$ cat config.mk
export PLATFORM = sky130hd
export DESIGN_NAME = window_conv3x3
export DESIGN_NICKNAME = d
export VERILOG_FILES = /design/src/rtl/window_conv3x3.sv
export SDC_FILE = /design/constraint.sdc
export NUM_CORES = 2
export LEC_CHECK = 0
export CORE_MARGIN = 2
export CORE_UTILIZATION = 56
export CTS_BUF_LIST = sky130_fd_sc_hd__clkbuf_4 sky130_fd_sc_hd__clkbuf_8
export DETAILED_ROUTE_END_ITERATION = 6
export GPL_TIMING_DRIVEN = 0
export PLACE_DENSITY = 0.74
export SYNTH_ARGS = -nofsm -noshare
export SYNTH_HDL_FRONTEND = slang
export SYNTH_HIERARCHICAL = 1
export SYNTH_SLANG_ARGS = --single-unit
$ cat constraint.sdc
create_clock -name clk -period 10.1 [get_ports clk]
set_clock_uncertainty 0.2 [all_clocks]
set_input_delay 1.515 -clock clk [delete_from_list [all_inputs] [get_ports clk]]
set_output_delay 1.515 -clock clk [all_outputs]
set_load 0.1 [all_outputs]
$ cat src/rtl/window_conv3x3.sv
// 3x3 signed-kernel convolution over colour-cache windows.
// Three register stages: nine tap products, adder tree, shift + clamp.
// Includes a runtime-loadable kernel and an end-of-line pulse counter.

// One kernel tap: unsigned pixel times signed coefficient, registered.
module conv_tap #(
    parameter int PIX_W  = 8,
    parameter int COEF_W = 8,
    parameter int PROD_W = PIX_W + 1 + COEF_W
) (
    input  logic              clk,
    input  logic [PIX_W-1:0]  pix,
    input  logic [COEF_W-1:0] coef,
    output logic [PROD_W-1:0] prod
);
    logic signed [PROD_W-1:0] a, b;

    // Pixel is zero-extended, coefficient sign-extended; product always fits.
    assign a = signed'(PROD_W'(pix));
    assign b = PROD_W'($signed(coef));

    // S1 product register; data is qualified by the valid pipe, so no reset.
    always_ff @(posedge clk)
        prod <= a * b;
endmodule

module window_conv3x3 #(
    parameter int PIX_W  = 8,
    parameter int COEF_W = 8,
    parameter int LINE_W = 640
) (
    input  logic               clk,
    input  logic               rst,
    input  logic               in_valid,
    input  logic [3*PIX_W-1:0] win_row0,
    input  logic [3*PIX_W-1:0] win_row1,
    input  logic [3*PIX_W-1:0] win_row2,
    input  logic [3:0]         norm_shift,
    input  logic               k_we,
    input  logic [3:0]         k_addr,
    input  logic [COEF_W-1:0]  k_data,
    output logic               out_valid,
    output logic [PIX_W-1:0]   pix_out,
    output logic               line_done,
    output logic               busy
);
    localparam int NTAP   = 9;
    localparam int STAGES = 3;
    localparam int PROD_W = PIX_W + 1 + COEF_W;
    localparam int SUM_W  = PROD_W + 4;            // nine terms need 4 guard bits
    localparam int CNT_W  = $clog2(LINE_W + 1);
    localparam logic [CNT_W-1:0]        CNT_LAST = CNT_W'(LINE_W - 1);
    localparam logic signed [SUM_W-1:0] PIX_MAX  = SUM_W'((1 << PIX_W) - 1);

    logic [2:0][3*PIX_W-1:0]       rows;
    logic [NTAP-1:0][PIX_W-1:0]    pix;
    logic [NTAP-1:0][COEF_W-1:0]   kern;
    logic [NTAP-1:0][PROD_W-1:0]   prod;
    logic [STAGES:1]               vld_pipe;
    logic [3:0]                    sh1, sh2;
    logic signed [SUM_W-1:0]       sum_c, sum2, shd;
    logic [PIX_W-1:0]              pix_c;
    logic [CNT_W-1:0]              cnt;

    assign rows = {win_row2, win_row1, win_row0};

    // Tap index is row*3+col; col0 (oldest) sits in the top byte lane.
    for (genvar r = 0; r < 3; r++) begin : g_row
        for (genvar c = 0; c < 3; c++) begin : g_col
            assign pix[r*3+c] = rows[r][(2-c)*PIX_W +: PIX_W];
        end
    end

    for (genvar i = 0; i < NTAP; i++) begin : g_tap
        conv_tap #(.PIX_W(PIX_W), .COEF_W(COEF_W), .PROD_W(PROD_W)) u_tap (
            .clk  (clk),
            .pix  (pix[i]),
            .coef (kern[i]),
            .prod (prod[i])
        );
    end

    // Kernel store; identity after reset, out-of-range addresses dropped.
    // A window sampled on the write edge still sees the old coefficient.
    always_ff @(posedge clk) begin
        if (rst) begin
            kern    <= '0;
            kern[4] <= COEF_W'(1);
        end else if (k_we && k_addr < 4'(NTAP)) begin
            kern[k_addr] <= k_data;
        end
    end

    // Valid shift register: bit s is the valid flag of stage S<s>.
    always_ff @(posedge clk) begin
        if (rst) vld_pipe <= '0;
        else     vld_pipe <= {vld_pipe[STAGES-1:1], in_valid};
    end

    // Shift amount travels alongside its window.
    always_ff @(posedge clk) begin
        sh1 <= norm_shift;
        sh2 <= sh1;
    end

    // Adder tree over the nine sign-extended products.
    always_comb begin
        sum_c = '0;
        for (int i = 0; i < NTAP; i++)
            sum_c = sum_c + SUM_W'($signed(prod[i]));
    end

    // S2 sum register.
    always_ff @(posedge clk)
        sum2 <= sum_c;

    assign shd = sum2 >>> sh2;

    // Clamp the normalised sum into the pixel range.
    always_comb begin
        pix_c = shd[PIX_W-1:0];
        if (shd < 0)            pix_c = '0;
        else if (shd > PIX_MAX) pix_c = '1;
    end

    // S3 output register; pix_out holds between valid outputs.
    always_ff @(posedge clk) begin
        if (rst)               pix_out <= '0;
        else if (vld_pipe[2])  pix_out <= pix_c;
    end

    // Line counter; pulses alongside the LINE_W-th output and wraps.
    always_ff @(posedge clk) begin
        if (rst) begin
            cnt       <= '0;
            line_done <= 1'b0;
        end else begin
            line_done <= 1'b0;
            if (vld_pipe[2]) begin
                if (cnt == CNT_LAST) begin
                    cnt       <= '0;
                    line_done <= 1'b1;
                end else begin
                    cnt <= cnt + CNT_W'(1);
                end
            end
        end
    end

    assign out_valid = vld_pipe[STAGES];
    assign busy      = |vld_pipe;
endmodule

==> flow_metrics.py <==
metrics = {
    "worst_setup_path": {
        "critical_path_buf_inv_count": 4,
        "cp_top_family": "adder cells",
        "timing.rr.end": "sum2[20]",
        "required_ns": 10.38,
        "r2r_slack_ns": 4.85,
        "reg2reg_from": "g_tap[6].u_tap/prod[1]",
        "slowest_delay_ns": 0.56,
        "cp_common_cell": "fa_1",
        "cp_cell_sequence": "clkdlybuf4s50_1, nand2b_1, fa_1, fa_1, inv_1, fa_1, inv_1, fa_1, inv_1, ha_1, o21a_1, o31a_4, o311ai_0, nand4_1, o311ai_0",
        "crit_fanout": 8,
        "crit_type": "in2reg",
        "crit_path_start": "win_row1[0]",
        "reg2regPathDepth": 14,
        "critPathLaunchType": "input port",
        "slowest_stage": "clkdlybuf4s50_1",
        "end_kind": "flip-flop",
        "arrival_ns": 6.12,
    },
    "route": {
        "vias_per_cell": 5.34,
        "drc_errors": 0,
        "dr.first_iter.drc_count": 1390,
        "drt-pass1-iter-count": 7,
        "dr_total_vias": 23700,
        "ant_nets": 0,
        "wl_per_cell_um": 16.9,
        "drt-total-wl_mm": 75.2,
    },
    "timing": {
        "hold_viol": 0,
        "worst_slew_pin_slew_ns": 1.35,
        "tns_ns": 0,
        "fmax_mhz": 171,
        "post-route-min-period_ns": 5.84,
        "fin_crit_sh_pct": 57.9,
        "maxSlewHeadroom_pct": 10.3,
        "hold_ws_ns": 0.125,
        "final_max_slew_viol_count": 0,
        "rsz0062_at_grt": "no",
        "setup_viol_count_final": 0,
        "worst_slack_ns": 4.26,
    },
    "power": {
        "power_density_nw_per_um2": 85.4,
        "power.leakage_nw": 18.5,
        "vdd_drop_max_v": 0.0000978,
    },
    "flow_run": {
        "maxCapViolations": 0,
    },
    "cells_and_area": {
        "nNetsFinal": 4600,
        "utilization_pct": 62.0,
        "stdcell_count": 4444,
        "final_cell_mix": "inv_1, fa_1, ha_1",
        "final_layout_size_suffix_gt1_share_pct": 4.51,
        "syn_to_final_growth_pct": 9.32,
        "layout_commonest_cell": "inv_1",
    },
    "clocking": {
        "cts_tree": "built",
        "cts_buffers": 49,
        "cts.repair.resized": 0,
        "cts_root_buffer": "clkbuf_8",
        "clk_latency_ns": 0.63,
        "clk_pin_slew_ns": 0.06,
        "htreeDepth": 2,
        "clkSinkCount": 276,
        "clk_path_buf_depth": 3,
        "post_cts_buffers": 0,
        "ctsHoldBuffers": 0,
    },
    "placement": {
        "portBuffers": 93,
        "post-dp-hpwl_mm": 60.9,
        "place.gp.congestion": 0.904,
        "dp.cells": 4358,
        "pre_cts_slack_ns": 3.62,
    },
    "hold_path": {
        "hp-start": "sh1[2]",
        "min_to": "sh2[2]",
        "min-delay-path-class": "reg2reg",
        "hold_depth": 0,
    },
    "synth": {
        "syn-num-nets": 4455,
        "avgSynthCellArea_um2": 9.36,
        "ys.flop_type": "dfxtp_1",
        "yosysTopAreaCellShare_pct": 27.8,
        "async_reset_ff_share_pct": 0,
        "ys_types": 69,
        "synthesis.instances": 3499,
        "synth_top_area_cell": "fa_1",
        "syn-cell-area_um2": 32700,
        "ys_ff_latch": 276,
        "ys_top_cells_by_area": "fa_1, dfxtp_1, ha_1",
        "yosysWarnings": 6,
        "ys_seq_area_share_pct": 16.9,
        "synth_edf_count": 0,
    },
    "floorplan": {
        "ios": 103,
        "die_y_um": 246,
        "core_um2": 57700,
        "dieArea_um2": 60400,
        "start_util_pct": 56.7,
        "rows": 88,
        "die_x_um": 246,
    },
    "run_status": {
        "status": "completed",
    },
    "global_route": {
        "grt_use_met3_pct": 4.13,
        "grt_max_degree": 13,
        "grtUsageMet2_pct": 43.0,
        "grt_pass1_vias": 24200,
        "grt_usage_pct": 26.0,
        "grt.overflow.total": 0,
        "grt_use_met1_pct": 33.8,
        "antenna_found_initial": 8,
        "grt-busiest-layer": "met2",
        "grt_pass1_wl_mm": 123,
    },
}
==> stage by stage <==
stage / cell area (um^2) / total power, mW
6_report: 35800 / 3.06
5_1_grt: 35800 / 3.21
4_1_cts: 35800 / 3.08
3_5_place_dp: 34700 / 1.85
3_3_place_gp: 34600 / 1.84
2_1_floorplan: 32700 / 1.64
==> routing by layer <==
layer	up-vias	share of wire (%)
li1	11400	-
met3	147	5.4
met1	11600	43
met2	514	47
met4	10	4.2
met5	-	0.076
==> area by class of cell <==
cell class / instances / area, um^2
multi-input combinational: 2494 / 24500
fill: 4869 / 21900
clock inverter: 17 / 245
inverter: 681 / 2560
clock buffer: 68 / 892
tap: 765 / 957
buffer: 48 / 218
antenna: 1 / 2.50
sequential: 276 / 5530
timing repair buffer: 94 / 942
==> synth_stat cells (all sizes together) (47+ instances only) <==
cell type,count
ha,409
inv,681
a21oi,119
nand2b,47
dfxtp,276
nand2,186
o21ai,95
nor3,49
nor2,252
fa,455
mux2i,104
and2,389
==> worst max path at each step <==
stage,to,slack (ns),cells after the start
2_1_floorplan,g_tap[0].u_tap/prod[14],4.66,14
3_3_place_gp,g_tap[5].u_tap/prod[14],3.70,15
3_5_place_dp,g_tap[5].u_tap/prod[14],3.62,15
4_1_cts,g_tap[5].u_tap/prod[14],4.28,15
5_1_grt,g_tap[5].u_tap/prod[14],4.00,15
6_report,g_tap[5].u_tap/prod[14],4.26,15
==> sequential cells by signal (all words and copies together), names as in the netlist <==
| name | cells |
|---|---|
| pix_out | 8 |
| sh2 | 4 |
| line_done | 1 |
| kern | 72 |
| vld_pipe | 3 |
| cnt | 10 |
| sum2 | 21 |
| sh1 | 4 |
| g_tap.u_tap/prod | 153 |
==> cell families after synthesis <==
logic type               after synthesis  synth area share [%]
AO/OA/AOI/OAI                        371                  7.91
XOR/XNOR                              83                  2.22
adder cells (fa/ha/maj)              864                  43.5
buffers and inverters                729                  8.46
flip-flops                           276                  16.9
multiplexers                         125                  4.21
AND/OR/NAND/NOR                     1051                  16.9
==> where the power goes <==
| part | switching (mW) | internal (mW) |
|---|---|---|
| registers | 0.0435 | 1.15 |
| clock network | 0.493 | 0.723 |
| logic | 0.374 | 0.276 |
| total | 0.910 | 2.15 |
Note: power is estimated with default switching activity, not from simulation.
==> RTL edit (same settings) <==
`COEF_W` is set to 8 in 2 places; all go to 10.
--- a/src/rtl/window_conv3x3.sv
+++ b/src/rtl/window_conv3x3.sv
@@ -6,5 +6,5 @@
 module conv_tap #(
     parameter int PIX_W  = 8,
-    parameter int COEF_W = 8,
+    parameter int COEF_W = 10,
     parameter int PROD_W = PIX_W + 1 + COEF_W
 ) (
@@ -27,5 +27,5 @@
 module window_conv3x3 #(
     parameter int PIX_W  = 8,
-    parameter int COEF_W = 8,
+    parameter int COEF_W = 10,
     parameter int LINE_W = 640
 ) (
Ports: changed (resized k_data); port bits go from 103 to 105. No check against the original RTL was run, so the function may have changed too.
==> RTL edit against the unedited design <==
Power increased by 26%. Combinational power up 72%. The run now ends with DRC, capacitance limit left. Area after synthesis increased by 29%. Worst setup slack lost 160 ps. Sequential share of layout area decreased by 1.5 points. Sequential cell count grew 38. Final area grew 26%. Largest cell class unchanged. Die area up 29%. Critical path type unchanged. Routed wire length up 29%. Count of clock-buffer cells in the layout fell by 3. Critical endpoint is now g_tap[6].u_tap/prod[16].
==> RTL edit: results (changes against the unedited design) <==
[power]
power.density_cell_area_mw_per_mm2=85.32  ; about the same
p_comb_frac=0.290  ; +0.077

[outcome]
violations=DRC, capacitance limit
outcome=finished, violations left

[synthesis]
synthAdderAreaFrac=0.4542  ; +0.01972
avgSynthCellArea_um2=9.085  ; -2.9%
muxShareOfSynthArea=0.03260  ; -0.009512
synthXorXnorAreaFrac=0.02964  ; +0.007437

[worst_setup_path]
endpoint=g_tap[6].u_tap/prod[16]
critical_path_peak_fanout=10  ; +2
worst-endpoint-arrival_ps=6240  ; +120 ps
timing.rr.start=kern[69]
worstReg2RegEnd=g_tap[6].u_tap/prod[16]

[timing]
worst_slew_pin_slew_ps=1498  ; +152.6 ps

[drt]
wl_per_cell_um=16.90  ; -0.20%
detail_route.wirelength.met1_um=41020  ; +26%
wl_met2_um=48000  ; +36%
detail_route.drc_violations=3  ; +3
wirelength_routed_um=97150  ; +29%

[global_route]
grtUsageTotal=0.2616  ; +0.002000
grt_max_degree=15  ; +2
use_met2=0.4491  ; +0.01956

[cts]
tritoncts.num_buffers=50  ; +2.0%

[placement]
hpwl_um=80670  ; +33%
port_buffers=40  ; -57%
place_area_mm2=0.04387  ; +27%

[job]
maxCapViolCount=1  ; +1

## RTL edit: changes by cell type in the layout (fill, tap and decap cells not counted), moves of 38 or more
cell | unedited run | this run
and2_1 | 388 | 345
clkbuf_1 | 30 | 97
clkdlybuf4s50_1 | 93 | 40
dfxtp_1 | 276 | 314
fa_1 | 455 | 730
ha_1 | 409 | 366
inv_1 | 680 | 1220
nand2_1 | 186 | 480
nor2_1 | 252 | 182
o21ai_0 | 93 | 53
xnor2_1 | 41 | 99
## RTL edit: critical path: stages
cell and delay, ps:
clkbuf_1 410, nand2_1 240, fa_1 670, fa_1 540, inv_1 50, fa_1 520
inv_1 50, fa_1 470, inv_1 40, ha_1 370, a21oi_1 90, o21ai_0 610
a2111oi_4 120, a311oi_1 540
## RTL edit: final cells by class
class	count	area share
antenna	3	0.0001665
buffer	118	0.01160
clock buffer	65	0.01901
clock inverter	22	0.007660
inverter	1221	0.1017
multi-input combinational	2998	0.6847
sequential	314	0.1394
tap	969	0.02689
timing repair buffer	40	0.008881
